==> src/rtl/mac_accum_requant.sv <==
// Accumulates MAC tree results per packet, then requantizes each total (shift + saturate) into an output FIFO.
// Latency: one-beat packet accepted in cycle t gives out_valid from cycle t+MAC_LATENCY+1 (FIFO empty).
// Backpressure: mac_ready_out credits FIFO space against packet ends in flight; out_data held while !out_ready.
module mac_accum_requant #(
  parameter int ACC_WIDTH    = 32,
  parameter int OUTPUT_WIDTH = 16,
  parameter int OUT_SHIFT    = 8,
  parameter int MAC_LATENCY  = 3,
  parameter int FIFO_DEPTH   = 4
) (
  input  logic                    clk,
  input  logic                    rst_in,
  input  logic                    mac_valid_in,
  input  logic                    mac_first_in,
  input  logic                    mac_last_in,
  output logic                    mac_ready_out,
  input  logic [ACC_WIDTH-1:0]    mac_result_in,
  output logic [OUTPUT_WIDTH-1:0] out_data,
  output logic                    out_valid,
  input  logic                    out_ready,
  output logic                    busy_out
);

  localparam int PW = (FIFO_DEPTH > 1) ? $clog2(FIFO_DEPTH) : 1;
  localparam int CW = PW + 1;
  localparam int IW = $clog2(MAC_LATENCY + 1);
  localparam int KW = ((CW > IW) ? CW : IW) + 1;

  // Delay line tracking beats through the MAC tree; index MAC_LATENCY-1 is the tail.
  logic [MAC_LATENCY-1:0] dl_vld_q, dl_vld_d;
  logic [MAC_LATENCY-1:0] dl_first_q, dl_first_d;
  logic [MAC_LATENCY-1:0] dl_last_q, dl_last_d;

  logic [ACC_WIDTH-1:0]    acc_q, acc_d;
  logic                    open_q, open_d;

  logic [OUTPUT_WIDTH-1:0] mem_q [FIFO_DEPTH];
  logic [PW-1:0]           wr_ptr_q, wr_ptr_d;
  logic [PW-1:0]           rd_ptr_q, rd_ptr_d;
  logic [CW-1:0]           count_q, count_d;

  logic                    accept;
  logic                    consume;
  logic                    push;
  logic                    pop;
  logic [IW-1:0]           inflight;
  logic [ACC_WIDTH-1:0]    base;
  logic [ACC_WIDTH:0]      sum_wide;
  logic [ACC_WIDTH-1:0]    sum_sat;
  logic signed [ACC_WIDTH-1:0] shifted;
  logic [ACC_WIDTH-OUTPUT_WIDTH:0] shifted_hi;
  logic [OUTPUT_WIDTH-1:0] requant;

  // Credit: FIFO occupancy plus packet ends still in the MAC; a same-cycle pop is deliberately ignored.
  always_comb begin
    inflight = '0;
    for (int i = 0; i < MAC_LATENCY; i++) begin
      inflight = inflight + IW'(dl_vld_q[i] & dl_last_q[i]);
    end
  end

  assign mac_ready_out = (KW'(count_q) + KW'(inflight)) < KW'(FIFO_DEPTH);
  assign accept        = mac_valid_in & mac_ready_out;
  assign consume       = dl_vld_q[MAC_LATENCY-1];
  assign out_valid     = (count_q != '0);
  assign pop           = out_valid & out_ready;
  assign out_data      = out_valid ? mem_q[rd_ptr_q] : '0;
  assign busy_out      = (|dl_vld_q) | open_q | out_valid;

  // Shift accepted beat tags along the delay line.
  always_comb begin
    dl_vld_d      = '0;
    dl_first_d    = '0;
    dl_last_d     = '0;
    dl_vld_d[0]   = accept;
    dl_first_d[0] = mac_first_in;
    dl_last_d[0]  = mac_last_in;
    for (int i = 1; i < MAC_LATENCY; i++) begin
      dl_vld_d[i]   = dl_vld_q[i-1];
      dl_first_d[i] = dl_first_q[i-1];
      dl_last_d[i]  = dl_last_q[i-1];
    end
  end

  // Saturating accumulate of the tail beat, then arithmetic shift and clamp for the packet result.
  always_comb begin
    base     = dl_first_q[MAC_LATENCY-1] ? '0 : acc_q;
    sum_wide = {base[ACC_WIDTH-1], base} + {mac_result_in[ACC_WIDTH-1], mac_result_in};
    if (sum_wide[ACC_WIDTH] != sum_wide[ACC_WIDTH-1]) begin
      sum_sat = sum_wide[ACC_WIDTH] ? {1'b1, {(ACC_WIDTH-1){1'b0}}} : {1'b0, {(ACC_WIDTH-1){1'b1}}};
    end else begin
      sum_sat = sum_wide[ACC_WIDTH-1:0];
    end
    shifted    = $signed(sum_sat) >>> OUT_SHIFT;
    shifted_hi = shifted[ACC_WIDTH-1:OUTPUT_WIDTH-1];
    if ((&shifted_hi) || !(|shifted_hi)) begin
      requant = shifted[OUTPUT_WIDTH-1:0];
    end else begin
      requant = shifted[ACC_WIDTH-1] ? {1'b1, {(OUTPUT_WIDTH-1){1'b0}}} : {1'b0, {(OUTPUT_WIDTH-1){1'b1}}};
    end
  end

  // Packet state and FIFO pointer next-state.
  always_comb begin
    acc_d  = acc_q;
    open_d = open_q;
    push   = 1'b0;
    if (consume) begin
      if (dl_last_q[MAC_LATENCY-1]) begin
        acc_d  = '0;
        open_d = 1'b0;
        push   = 1'b1;
      end else begin
        acc_d  = sum_sat;
        open_d = 1'b1;
      end
    end
    wr_ptr_d = wr_ptr_q + PW'(push);
    rd_ptr_d = rd_ptr_q + PW'(pop);
    count_d  = count_q + CW'(push) - CW'(pop);
  end

  // State registers with synchronous reset.
  always_ff @(posedge clk) begin
    if (rst_in) begin
      dl_vld_q   <= '0;
      dl_first_q <= '0;
      dl_last_q  <= '0;
      acc_q      <= '0;
      open_q     <= 1'b0;
      wr_ptr_q   <= '0;
      rd_ptr_q   <= '0;
      count_q    <= '0;
    end else begin
      dl_vld_q   <= dl_vld_d;
      dl_first_q <= dl_first_d;
      dl_last_q  <= dl_last_d;
      acc_q      <= acc_d;
      open_q     <= open_d;
      wr_ptr_q   <= wr_ptr_d;
      rd_ptr_q   <= rd_ptr_d;
      count_q    <= count_d;
    end
  end

  // FIFO storage; contents are qualified by count, so no reset is needed.
  always_ff @(posedge clk) begin
    if (!rst_in && push) begin
      mem_q[wr_ptr_q] <= requant;
    end
  end

  // The credit check must make a push into a full FIFO impossible.
  always_ff @(posedge clk) begin
    if (!rst_in) begin
      assert (!(push && !pop && (count_q == CW'(FIFO_DEPTH))));
    end
  end

endmodule
==> config.mk <==
export PLATFORM = sky130hd
export DESIGN_NAME = mac_accum_requant
export DESIGN_NICKNAME = d
export VERILOG_FILES = /design/src/rtl/mac_accum_requant.sv
export SDC_FILE = /design/constraint.sdc
export NUM_CORES = 1
export LEC_CHECK = 0
export BUFFER_PORTS_ARGS = -buffer_cell sky130_fd_sc_hd__buf_4
export CELL_PAD_IN_SITES_DETAIL_PLACEMENT = 1
export CELL_PAD_IN_SITES_GLOBAL_PLACEMENT = 2
export CORE_ASPECT_RATIO = 0.9
export CORE_MARGIN = 8
export CORE_UTILIZATION = 39
export DETAILED_ROUTE_END_ITERATION = 16
export PLACE_DENSITY = 0.84
export SKIP_CTS_REPAIR_TIMING = 1
export SLEW_MARGIN = 15
export SYNTH_ARGS = -nofsm -noshare
export SYNTH_HDL_FRONTEND = slang
export SYNTH_SLANG_ARGS = --single-unit
==> constraint.sdc <==
create_clock -name clk -period 6.4 [get_ports clk]
set_input_delay 1.28 -clock clk [delete_from_list [all_inputs] [get_ports clk]]
set_output_delay 1.28 -clock clk [all_outputs]
set_load 0.03 [all_outputs]
==> results of run 1 <==
## power by group through the flow
stage	clock network, mW	logic [mW]	registers, mW
floorplan	0	0.558	0.845
global placement	0	0.752	0.887
detailed placement	0	0.784	0.888
CTS	0.981	0.793	0.873
global route	1.01	0.844	0.883
finish	0.970	0.785	0.874
## metal layers
layer / share of wire, % / wire length (um) / track usage, % / vias to the layer above
met1: 46 / 9850 / 25.2 / 2819
li1: - / - / - / 2676
met5: 0 / 0 / 0 / -
met4: 1.3 / 286 / 5.01 / 0
met2: 49 / 10400 / 32.3 / 137
met3: 3.9 / 839 / 3.66 / 28
## cell usage after synthesis, types with 17 or more instances
| cell | n |
|---|---|
| clkbuf_1 | 25 |
| dfxtp_1 | 49 |
| o21ai_1 | 26 |
| xnor2_1 | 18 |
| a21oi_1 | 52 |
| ha_1 | 39 |
| inv_1 | 17 |
| edfxtp_1 | 64 |
| nor2b_1 | 63 |
| nand2_1 | 57 |
| o21ai_0 | 45 |
| nor2_1 | 50 |
## cell families after synthesis
logic type / share of synthesized area [%]
DFF: 41.5
muxes: 5.74
and+or+nand+nor: 16.9
AOI/OAI and AO/OA: 20.3
xor gates and xnor gates: 3.75
adders and majority gates: 7.83
buffers and inverters: 3.99
## worst min-delay path by stage
stage,cells after the start,to,slack [ps],from
3_5_place_dp,1,dl_first_q[2],430,dl_first_q[1]
6_report,1,dl_first_q[2],440,dl_first_q[1]
4_1_cts,1,dl_first_q[2],440,dl_first_q[1]
2_1_floorplan,1,dl_first_q[1],410,dl_first_q[0]
3_3_place_gp,1,dl_first_q[1],430,dl_first_q[0]
5_1_grt,1,dl_first_q[2],450,dl_first_q[1]
## metrics by stage
stage | setup WS (ps) | std cells
final | 484 | 998
after global routing | 217 | 998
after floorplan | 1170 | 700
after detailed placement | 183 | 966
after global placement | 461 | 966
after CTS | 345 | 998
## layout make-up
type | count | area share, %
multi-input combinational | 526 | 46.8
sequential | 113 | 35.3
timing repair buffer | 69 | 6.29
clock buffer | 18 | 5.21
tap | 240 | 3.65
clock inverter | 14 | 1.98
inverter | 18 | 0.821
## sequential cells by signal, indices dropped and copies added, names as in the netlist
register    cells
open_q          1
dl_vld_q        3
mem_q          64
rd_ptr_q        2
acc_q          32
count_q         3
dl_last_q       3
wr_ptr_q        2
dl_first_q      3
==> flow_summary.toml, run 1 <==
[outcome]
run_status = "completed"

[detailed_routing]
detail_route.wl_per_cell_um = 21.4
drt_iter0_drc = 379
via_count = 5660
avgViaCountPerCell = 5.67
drtAntennaViolNets = 0
postRouteWirelength_um = 21400
drt_pass1_iterations = 5
drc = 0

[grt]
global_route.overflow_total = 0
largest_net_degree_at_the_start_of_global_routing = 53
first_global_vias = 6032
track_usage_pct = 19.3
grt_first_pass_wirelength_um = 33600
antenna_found_initial = 0

[die]
chipHeight_um = 143
design.die.area_um2 = 22500
die_w_um = 157
pin_count = 57
floorplan.core_area_um2 = 17600
initial_core_util_pct = 39.7
num_rows = 46

[yosys]
netlist.area_leader.share_pct = 27.5
synthTopCellsByArea = "edfxtp_1 27%, dfxtp_1 14%, ha_1 7.0%, nor2b_1 5.6%, mux4_2 5.1%"
ys_async_sr_fraction_pct = 0
synth.yosys.warnings = 0
synth_top_flop_cell = "edfxtp_1"
synth_area_um2 = 7000
synth_edf_count = 64
synth_nets = 780
yosysTopAreaCell = "edfxtp_1"
synthesis.area_per_instance_um2 = 10.0
ys_seq_elements = 113
post_synth_inst_count = 700
synth.yosys.seq_area_share_pct = 41.5
ys_types = 71

[worst_setup_path]
worst_r2r_path_depth = 19
max_stage_delay_cell_worst_path = "o31ai_4"
cp_top_family = "compound AO/OA/AOI/OAI gates"
worstReg2RegEnd = "mem_q[0][13]"
setup.reg_to_reg.worst_slack_ps = 650
worst-endpoint-required_ps = 6490
cp.buffers_inverters = 2
cp.depth = 19
crit_arrival_ps = 6010
worstPathMaxFanout = 15
cp-end-kind = "register"
timing.rr.start = "dl_first_q[2]"
crit_start = "mac_result_in[2]"
critPathLaunchType = "input port"
timing.setup.critical_path_class = "in -> reg"
worstPathCellList = "buf_4 -> ha_1 -> o211ai_1 -> o21ai_2 -> o21ai_1 -> a21o_1 -> a21oi_1 -> o21ai_0 -> a21oi_1 -> a211oi_1 -> xnor2_1 -> ha_1 -> buf_4 -> nor2_1 -> nand3_1 -> a22oi_2 -> a41oi_4 -> o31ai_4 -> o21ai_1"
crit_path_end = "mem_q[0][13]"
crit_path_max_incr_delay_ps = 630

[sta]
timing.clock.skew_ps = 10.1
post-route-period-util_pct = 92.4
drv_slew = 0
finalSetupViolations = 0
top_achievable_clock_speed_mhz = 169
fin_hold_ws_ps = 437
setup_repair_after_global_routing_missed_its_margin = "false"
max_slew.worst_pin.slew_ps = 891
hold_viol_final = 0
relSlewSlack_pct = 40.5
setup-tns-final_ps = 0
final.min_clock_period_ps = 5920

[power_and_ir_drop]
power_leakage_nw = 3.09
internal_power_mw = 1.74
power_frac_clock_pct = 36.9
netSwitchingPower_mw = 0.894
power_density_nw_per_um2 = 319
design_power_total_mw = 2.63
ir_drop_mv = 0.201
share_comb_of_total_power_pct = 29.8
sequentialPowerShare_pct = 33.2
p_sw_share_pct = 34.0

[cells_and_area]
multi_input_combinational_cell_area_um2 = 3850
design_area_um2 = 8230
diodes = 0
most_common_cell_after_layout_fill_and_taps_aside = "buf_4"
register_area_um2 = 2910
fin_nets = 825
area_delta_synth_final_pct = 17.6
post-route-util_pct = 46.7
fillers = 2005
drive_above_1_share_pct = 20.6
final_cell_mix = "69 x buf_4, 64 x edfxtp_1, 63 x nor2b_1"

[clock_tree]
clock-sinks = 113
clock_path_buffers = 2
cts-htree-levels = 4
path_clk_slew_ps = 50
tritoncts = "done"
cts_buf_count = 17
clk-insertion-delay-late_ps = 420
clk_root_buffer_cell = "clkbuf_16"

[hold_path]
hold_class = "reg -> reg"

[placed_design]
post_dp_cell_area_um2 = 7630
globalplace.congestion = 0.912
numPortBuffers = 56
dp.final_hpwl_um = 15800

[job]
max_cap_violations = 0
(Power assumes the default switching activity.)
==> inputs of run 2 (changes only) <==
--- a/config.mk
+++ b/config.mk
@@ -9,7 +9,6 @@
 export CELL_PAD_IN_SITES_DETAIL_PLACEMENT = 1
 export CELL_PAD_IN_SITES_GLOBAL_PLACEMENT = 2
 export CORE_ASPECT_RATIO = 0.9
-export CORE_MARGIN = 8
 export CORE_UTILIZATION = 39
 export DETAILED_ROUTE_END_ITERATION = 16
 export PLACE_DENSITY = 0.84
==> run 2 against run 1 <==
  * Clock skew decreased by 3.0 ps
  * Largest power group unchanged
  * Die area decreased by 18%
  * Largest cell class unchanged
  * Critical path depth unchanged
  * Critical path type unchanged
==> flow_summary.toml, run 2 (synthesis gave the netlist of run 1 again) <==
[worst_setup_path]
worstReg2RegEnd = "mem_q[1][1]"
cp-end-kind = "register"
critPathLaunchType = "input port"
worst_r2r_path_depth = 20
setup.reg_to_reg.worst_slack_ps = 590
crit_arrival_ps = 6060
worst-endpoint-required_ps = 6500
timing.rr.start = "dl_first_q[2]"
timing.setup.critical_path_class = "in -> reg"
worstPathMaxFanout = 15

[grt]
largest_net_degree_at_the_start_of_global_routing = 53
first_global_vias = 5822
antenna_found_initial = 1
global_route.overflow_total = 0
grt_first_pass_wirelength_um = 32200
track_usage_pct = 23.2

[cells_and_area]
area_delta_synth_final_pct = 18.0
drive_above_1_share_pct = 20.6
registers.top_by_ff_count = "mem_q"
flip_flop_count_of_the_largest_register_after_layout = 64
most_common_cell_after_layout_fill_and_taps_aside = "buf_4"
final_cell_mix = "67 x buf_4, 64 x edfxtp_1, 63 x nor2b_1"
biggestRegsByFlops = "mem_q: 64 flops, acc_q: 32 flops"
fillers = 1993
diodes = 0
fin_nets = 824

[detailed_routing]
avgViaCountPerCell = 5.60
drtAntennaViolNets = 0
postRouteWirelength_um = 20300
drt_iter0_drc = 374
detail_route.wl_per_cell_um = 20.3
drc = 0
via_count = 5580
drt_pass1_iterations = 4

[die]
floorplan.core_area_um2 = 17600
chipHeight_um = 129
design.die.area_um2 = 18500
num_rows = 46
pin_count = 57
die_w_um = 143
initial_core_util_pct = 39.7

[clock_tree]
cts-htree-levels = 4
clk_root_buffer_cell = "clkbuf_16"
clock-sinks = 113
clock_path_buffers = 2
path_clk_slew_ps = 50
clk-insertion-delay-late_ps = 410
tritoncts = "done"
cts_buf_count = 17

[placed_design]
numPortBuffers = 56
dp.final_hpwl_um = 14800
globalplace.congestion = 0.858

[power_and_ir_drop]
power_leakage_nw = 3.10
power_density_nw_per_um2 = 319
ir_drop_mv = 0.170
design_power_total_mw = 2.63

[job]
max_cap_violations = 0

[sta]
top_achievable_clock_speed_mhz = 168
post-route-period-util_pct = 93.2
drv_slew = 0
hold_viol_final = 0
max_slew.worst_pin.slew_ps = 1050
timing.clock.skew_ps = 7.04
setup-tns-final_ps = 0
setup_repair_after_global_routing_missed_its_margin = "false"
relSlewSlack_pct = 29.6
final.min_clock_period_ps = 5970
finalSetupViolations = 0

[outcome]
run_status = "completed"

[hold_path]
worstHoldEndpoint = "dl_first_q[1]"
holdPathStages = 1
hold_path.startpoint = "dl_first_q[0]"
hold_class = "reg -> reg"
==> run 2: changes by cell type in the layout (fill, tap and decap cells not counted), moves of 2 or more <==
| cell | before | now |
|---|---|---|
| dfxtp_2 | 2 | 0 |
| inv_6 | 3 | 1 |
| clkinv_1 | 5 | 3 |
| dfxtp_1 | 47 | 49 |
| clkinv_2 | 0 | 3 |
| buf_4 | 69 | 67 |
==> run 2: final cells by class <==
class / count / area [um2] / share of cell area (%)
Clock buffer: 17 / 425 / 5.15
Clock inverter: 15 / 191 / 2.32
Inverter: 18 / 67.6 / 0.818
Multi-Input combinational cell: 526 / 3850 / 46.6
Sequential cell: 113 / 2900 / 35.1
Tap cell: 240 / 300 / 3.64
Timing Repair Buffer: 68 / 523 / 6.33
==> run 2: per-layer routing <==
metal,up-vias,wire (um),track usage [%]
met1,2754,9220,30.5
met2,113,9850,39.0
li1,2680,-,-
met3,31,872,4.14
met4,2,323,7.32
met5,-,13,0
==> run 2: power by group <==
part,switching [mW],internal [mW]
Combinational,0.491,0.306
Clock,0.339,0.647
Sequential,0.0307,0.819
==> run 2: worst max path at each step <==
stage | start | end | slack (ps)
floorplan | mac_result_in[18] | mem_q[0][10] | 1170
global placement | mac_result_in[1] | mem_q[0][6] | 390
detailed placement | mac_result_in[1] | mem_q[0][12] | 90
CTS | mac_result_in[1] | mem_q[1][1] | 470
global route | mac_result_in[1] | mem_q[3][9] | 50
finish | mac_result_in[1] | mem_q[1][1] | 430
==> run 2: through the flow <==
| stage | instance area [um2] | hold slack [ps] | instances | setup WS, ps | util, % |
|---|---|---|---|---|---|
| final | 8260 | 444 | 997 | 435 | 46.9 |
| after global routing | 8260 | 461 | 997 | 50.2 | 46.9 |
| after CTS | 8250 | 456 | 997 | 471 | 46.9 |
| after detailed placement | 7640 | 437 | 965 | 85.2 | 43.4 |
| after global placement | 7640 | 420 | 965 | 386 | 43.4 |
| after floorplan | 7000 | 414 | 700 | 1170 | - |
==> run 2: worst max-delay path: stages <==
cell,delay [ps]
buf_4,120
ha_1,300
a211oi_1,310
o21ai_2,170
o21ai_1,270
a21o_1,260
a21oi_1,140
o21ai_0,190
a21oi_1,100
a211oi_1,400
xnor2_1,120
ha_1,510
nor2b_1,300
nor2b_1,250
mux2i_1,130
nand2_1,190
a41oi_4,150
o31ai_4,580
o21ai_1,290
